**config.mk**
```make
export PLATFORM = sky130hd
export DESIGN_NAME = mult_arbiter
export DESIGN_NICKNAME = d
export VERILOG_FILES = /design/src/rtl/mult_arb_pkg.sv /design/src/rtl/rr_arbiter_2.sv /design/src/rtl/mult_arbiter.sv
export SDC_FILE = /design/constraint.sdc
export NUM_CORES = 1
export LEC_CHECK = 0
export CORE_UTILIZATION = 43
export CTS_BUF_LIST = sky130_fd_sc_hd__clkbuf_8
export DETAILED_ROUTE_END_ITERATION = 10
export HOLD_SLACK_MARGIN = 0.08
export PLACE_DENSITY = 0.82
export SETUP_SLACK_MARGIN = 0.5
export SLEW_MARGIN = 0
export SYNTH_ARGS = -nofsm -noshare
export SYNTH_HDL_FRONTEND = slang
export SYNTH_SLANG_ARGS = --single-unit
```
**constraint.sdc**
```tcl
create_clock -name clk -period 1.8 [get_ports clk]
set_input_delay 0.36 -clock clk [delete_from_list [all_inputs] [get_ports clk]]
set_output_delay 0.36 -clock clk [all_outputs]
set_load 0.05 [all_outputs]
```
**src/rtl/mult_arb_pkg.sv**
```systemverilog
// Shared types and widths for the two-requester multiplier arbiter.
// Operand/result widths and the request-FSM state encoding live here.
package mult_arb_pkg;
  localparam int OP_W  = 8;
  localparam int RES_W = 16;
  localparam int N_REQ = 2;

  typedef enum logic [1:0] {
    IDLE,
    ISSUE,
    WAIT,
    RESP
  } state_t;
endpackage

```
**src/rtl/rr_arbiter_2.sv**
```systemverilog
// Two-way round-robin grant: the requester not served last wins a tie.
// Grant is one-hot, or zero when nobody requests.
module rr_arbiter_2 (
  input  logic [1:0] req,
  input  logic       last,
  output logic [1:0] grant
);
  always_comb begin
    grant = 2'b00;
    unique case (1'b1)
      (req == 2'b11): grant = last ? 2'b01 : 2'b10;
      (req == 2'b01): grant = 2'b01;
      (req == 2'b10): grant = 2'b10;
      default:        grant = 2'b00;
    endcase
  end
endmodule

```
**src/rtl/mult_arbiter.sv**
```systemverilog
// Shares one multiplier between two requesters with round-robin grant,
// a bounded wait for completion and a held response handshake.
module mult_arbiter
  import mult_arb_pkg::*;
#(
  parameter int TIMEOUT_CYCLES = 32
) (
  input  logic             clk,
  input  logic             rst,
  input  logic [N_REQ-1:0] req_valid,
  output logic [N_REQ-1:0] req_ready,
  input  logic [OP_W-1:0]  num_1_0,
  input  logic [OP_W-1:0]  num_2_0,
  input  logic [OP_W-1:0]  num_1_1,
  input  logic [OP_W-1:0]  num_2_1,
  output logic             mult_valid,
  output logic [OP_W-1:0]  mult_num_1,
  output logic [OP_W-1:0]  mult_num_2,
  input  logic             mult_done,
  input  logic [RES_W-1:0] mult_result,
  input  logic             mult_sign,
  output logic             rsp_valid,
  input  logic             rsp_ready,
  output logic             rsp_id,
  output logic [RES_W-1:0] rsp_result,
  output logic             rsp_sign,
  output logic             rsp_timeout
);
  localparam int CW = $clog2(TIMEOUT_CYCLES + 1);

  state_t           state, state_n;
  logic             last, id_q;
  logic [OP_W-1:0]  op1_q, op2_q;
  logic [RES_W-1:0] res_q;
  logic             sign_q, to_q;
  logic [CW-1:0]    cnt;
  logic [1:0]       grant;
  logic             accept, done_hit, to_hit, rsp_hs;

  rr_arbiter_2 u_arb (
    .req   (req_valid),
    .last  (last),
    .grant (grant)
  );

  assign accept   = (state == IDLE) && (grant != 2'b00) && !rst;
  assign done_hit = (state == WAIT) && mult_done;
  assign to_hit   = (state == WAIT) && !mult_done
                  && (cnt == CW'(TIMEOUT_CYCLES - 1));
  assign rsp_hs   = (state == RESP) && rsp_ready;

  always_ff @(posedge clk) begin
    if (rst) state <= IDLE;
    else     state <= state_n;
  end

  always_comb begin
    state_n = state;
    unique case (state)
      IDLE:    if (accept) state_n = ISSUE;
      ISSUE:   state_n = WAIT;
      WAIT:    if (done_hit || to_hit) state_n = RESP;
      RESP:    if (rsp_hs) state_n = IDLE;
      default: state_n = IDLE;
    endcase
  end

  always_ff @(posedge clk) begin
    if (rst) begin
      last   <= 1'b1;
      id_q   <= 1'b0;
      op1_q  <= '0;
      op2_q  <= '0;
      res_q  <= '0;
      sign_q <= 1'b0;
      to_q   <= 1'b0;
      cnt    <= '0;
    end else begin
      if (accept) begin
        id_q  <= grant[1];
        op1_q <= grant[1] ? num_1_1 : num_1_0;
        op2_q <= grant[1] ? num_2_1 : num_2_0;
      end
      if (state == ISSUE)     cnt <= '0;
      else if (state == WAIT) cnt <= cnt + 1'b1;
      // completion beats the timeout when both land together
      if (done_hit) begin
        res_q  <= mult_result;
        sign_q <= mult_sign;
        to_q   <= 1'b0;
      end else if (to_hit) begin
        res_q  <= '0;
        sign_q <= 1'b0;
        to_q   <= 1'b1;
      end
      if (rsp_hs) last <= id_q;
    end
  end

  assign req_ready   = (state == IDLE && !rst) ? grant : 2'b00;
  assign mult_valid  = (state == ISSUE) && !rst;
  assign rsp_valid   = (state == RESP) && !rst;
  assign mult_num_1  = rst ? '0 : op1_q;
  assign mult_num_2  = rst ? '0 : op2_q;
  assign rsp_id      = !rst && id_q;
  assign rsp_result  = rst ? '0 : res_q;
  assign rsp_sign    = !rst && sign_q;
  assign rsp_timeout = !rst && to_q;
endmodule

```
==> impl_metrics.toml, run 1 <==
[yosys]
yosysSeqAreaShare_pct = 42.1
avgSynthCellArea_um2 = 8.95
ys.flop_type = "dfxtp_1"
synth_seq_cells = 44
synth_cell_types = 36
synth_edf_count = 0
async_flop_share_pct = 0
syn_nets = 294
netlist_area_mm2 = 0.00209
yosys_warnings = 0
synth_cells = 234

[sta]
worst-ep-kind = "register data pin"
grt_worst_setup_endpoint = "res_q[12]$_SDFFE_PP0P_/D"

[floorplan]
die_x_um = 71.8
num_rows = 25
die_h_um = 71.8
ios = 94
initial_core_util_pct = 44.6

[clocking]
cts_buffers = 5
clock-sinks = 44
postCtsHoldBufs = 0
clockRootBuffer = "clkbuf_8"
h-tree-depth = 2
cts_max_path_buffers = 2

[outcome]
status = "stopped before the end"
failed_stage = "5_1_grt"
tool.error = "[ERROR DPL-0038] Utilization greater than 100%, impossible to legalize"

[placement]
dp_hpwl_um = 4370
numPortBuffers = 93
gp_congestion = 0.753

[global_routing]
grt_max_degree = 19
## synthesized netlist by cell type (all sizes together), types with 2 or more instances
cell     n  share of area, %
inv      8               1.4
nand2b   5               1.5
nand2    3              0.54
mux2i    2              0.96
nand3    2              0.48
o22ai   16               4.8
nor2b   38                11
clkbuf   6               1.6
xor2     2              0.84
a21oi    3              0.72
buf      8               3.1
nor2    57                11
o21ai    3              0.72
a22oi   17               8.5
dfxtp   44                42
xnor2    2              0.84
ha       5               3.0
## stage by stage
step	setup WS (ns)	util, %	cell area, µm²	std cells
after CTS	0.0539	95.0	4460	414
after detailed placement	0.0933	80.9	3800	378
after global placement	0.107	80.9	3800	378
after floorplan	0.208	-	2460	234
## kinds of logic after synthesis
kind of cell,synth area share [%]
and+or+nand+nor,28.1
muxes,0.956
AOI/OAI and AO/OA,17.7
DFF,42.1
adders and majority gates,2.99
xor gates and xnor gates,1.67
buffers and inverters,6.52
## timing repair
action	in CTS
pin swaps	10
endpoints found under the hold margin	0
endpoints found under the setup margin	77
setup buffers	21
gates cloned	7
gates resized for setup	49
==> run 2: changes to the inputs <==
--- a/config.mk
+++ b/config.mk
@@ -5,12 +5,9 @@
 export SDC_FILE = /design/constraint.sdc
 export NUM_CORES = 1
 export LEC_CHECK = 0
-export CORE_UTILIZATION = 43
-export CTS_BUF_LIST = sky130_fd_sc_hd__clkbuf_8
+export CORE_UTILIZATION = 35
 export DETAILED_ROUTE_END_ITERATION = 10
-export HOLD_SLACK_MARGIN = 0.08
-export PLACE_DENSITY = 0.82
-export SETUP_SLACK_MARGIN = 0.5
+export PLACE_DENSITY_LB_ADDON = 0.15
 export SLEW_MARGIN = 0
 export SYNTH_ARGS = -nofsm -noshare
 export SYNTH_HDL_FRONTEND = slang
==> impl_metrics.toml, run 2 <==
[clocking]
cts_tree = "done"
h-tree-depth = 2
clock_latency_ns = 0.29
cts_max_path_buffers = 2
clkTransAtPathRegs_ns = 0.08
clock-sinks = 44
postCtsHoldBufs = 0
clockRootBuffer = "clkbuf_8"
cts_buffers = 5

[yosys]
avgSynthCellArea_um2 = 8.95
synth_cell_types = 36
netlist_area_mm2 = 0.00209
yosys.area.top_type_share_pct = 42.1
synth_top_family_by_area = "simple AND/OR/NAND/NOR gates"
synth.most_common_cell = "nor2_1"
synth_cells = 234
yosysSeqAreaShare_pct = 42.1
synth-compound-area-share_pct = 17.7
synth-adder-area-share_pct = 2.99
async_flop_share_pct = 0
synthSimpleGateAreaFrac_pct = 28.1
synth_edf_count = 0
synth_top_area_cell = "dfxtp_1"
yosys-top-cells-count = "nor2_1, dfxtp_1, nor2b_1"
synth_xor_area_share_pct = 1.67
synth_area_leaders = "dfxtp_1, nor2b_1, nor2_1"
synth_seq_cells = 44
syn_nets = 294
ys.flop_type = "dfxtp_1"
synth_mux_area_share_pct = 0.956
yosys_warnings = 0

[sta]
period_needed_ns = 1.77
rsz0062_at_grt = "yes"
skew_ns = 0.00492
slew_headroom_pct = 79.3
final_max_slew_viol_count = 0
finalSetupViolCount = 0
max_slew.worst_pin.slew_ns = 0.310
finalHoldViolCount = 0
finalCritPeriodShare_pct = 98.3
fmax_ghz = 0.565
worst_slack_ns = 0.0313

[global_routing]
grt_max_degree = 62
grt_pass1_wl_um = 8410
grt.overflow.total = 0
met2_usage_pct = 28.3
grt_pass1_vias = 1809
top_usage_layer = "met2"
grt.met1_usage_pct = 21.3
track_usage_pct = 17.2
grt_util_met3_pct = 5.06
antenna_found_initial = 0

[power_and_ir_drop]
power_density_mw_per_mm2 = 1130
switching_share_pct = 36.8
power.leakage_nw = 1.41
power.internal_mw = 2.61
clkPwrFrac_pct = 15.4
total_power_mw = 4.13
p_comb_share_pct = 53.1
p_switching_mw = 1.52
ir_worst_vdd_uv = 752
p_seq_share_pct = 31.5

[finish]
regMostFlops = "res_q"
final_core_util_pct = 65.0
reg.largest.list = "res_q x16, op1_q x8, op2_q x8"
largest_reg_flops = 16
final_cell_mix = "clkdlybuf4s50_1, nor2_1, dfxtp_1"
fillers = 455
drive_above_1_share_pct = 29.4
area_growth_pct = 75.1
fin_nets = 392
multi_input_area_mm2 = 0.00112
diodes = 0
regArea_um2 = 883
layout_commonest_cell = "clkdlybuf4s50_1"

[floorplan]
die_h_um = 79.3
die_x_um = 79.3
ios = 94
initial_core_util_pct = 37.1
num_rows = 27
core-area_mm2 = 0.00564
die_area_mm2 = 0.00629

[route]
firstDrtPassIters = 4
post_drt_wl_per_cell_um = 12.7
wirelength_um = 5130
drc = 0
vias_per_cell = 4.70
drt-initial-drc-count = 82
route.vias.total = 1905
final_antenna_net_count = 0

[setup_path]
end_kind = "output port"
crit_required_ns = 1.44
crit_type = "input pin to output port"
crit_path_start_kind = "input pin"
worstReg2RegStart = "state[0]"
arrival_ns = 1.41
path_max_fanout = 3
startpoint = "req_valid[0]"

[placement]
dp_hpwl_um = 3610
numPortBuffers = 93
gp_congestion = 0.693
dp_slack_ns = -0.109

[min_path]
hold_class = "flip-flop to flip-flop"
hp-start = "res_q[4]"

[flow_run]
drv_cap = 0

[outcome]
status = "completed"
run 2: path summary, 6_finish.rpt:
| check | cells past startpoint | to | slack, ns |
|---|---|---|---|
| worst max-delay path | 5 | req_ready[1] | 0.03 |
| worst min-delay path | 2 | res_q[4] | 0.49 |
| worst max register to register | 6 | state[1] | 0.10 |
| worst min register to register | 2 | res_q[4] | 0.49 |
run 2: logic make-up after synthesis:
kind of cell	count (synthesis)
buffers and inverters	23
AO/OA/AOI/OAI	44
adder cells (fa/ha/maj)	5
flip-flops	44
multiplexers	2
XOR/XNOR	4
AND/OR/NAND/NOR	112
run 2: final cells by class:
class / instances / area share (%)
Tap cell: 72 / 2.46
Multi-Input combinational cell: 167 / 30.6
Clock inverter: 2 / 0.273
Inverter: 8 / 1.02
Timing Repair Buffer: 106 / 39.2
Clock buffer: 6 / 2.25
Sequential cell: 44 / 24.1
run 2: power by group through the flow:
stage	Clock, mW	Combinational [mW]	Sequential (mW)
after floorplan	0	1.24	1.30
after CTS	0.658	2.14	1.30
after detailed placement	0	2.06	1.32
after global placement	0	2.05	1.31
after global routing	0.702	2.35	1.32
final	0.634	2.19	1.30
run 2: per-stage QoR:
step | setup TNS [ns] | instances | hold slack (ns) | instance area (µm²)
2_1_floorplan | -0.281 | 234 | 0.458 | 2110
3_3_place_gp | -0.648 | 393 | 0.467 | 3480
3_5_place_dp | -1.23 | 393 | 0.477 | 3480
4_1_cts | 0 | 403 | 0.493 | 3630
5_1_grt | -0.0364 | 405 | 0.520 | 3670
6_report | 0 | 405 | 0.494 | 3670
run 2: metal layers:
layer / vias to the layer above / wire, µm
li1: 977 / -
met5: - / 0
met2: 71 / 2380
met3: 7 / 396
met1: 850 / 2290
met4: 0 / 66
run 2: what timing repair did:
item                                    in CTS  in global routing
setup buffers                                2                  2
resized for setup                            9                  4
pin swaps                                    3                  2
endpoints found under the setup margin      19                  3
run 2: worst max-delay path, cell delays in order:
cell             delay (ns)
clkdlybuf4s50_1        0.55
nand2_1                0.12
nand3_4                0.11
clkinvlp_4             0.11
buf_12                 0.15
Power figures use the tool's default switching activity.
==> run 3: changes to the inputs <==
--- a/config.mk
+++ b/config.mk
@@ -5,9 +5,11 @@
 export SDC_FILE = /design/constraint.sdc
 export NUM_CORES = 1
 export LEC_CHECK = 0
+export ABC_CLOCK_PERIOD_IN_PS = 1800
 export CORE_UTILIZATION = 35
 export DETAILED_ROUTE_END_ITERATION = 10
 export PLACE_DENSITY_LB_ADDON = 0.15
+export SKIP_LAST_GASP = 1
 export SLEW_MARGIN = 0
 export SYNTH_ARGS = -nofsm -noshare
 export SYNTH_HDL_FRONTEND = slang
==> results of run 3 <==
The final DEF is identical to that of run 2; final timing and power are the same.
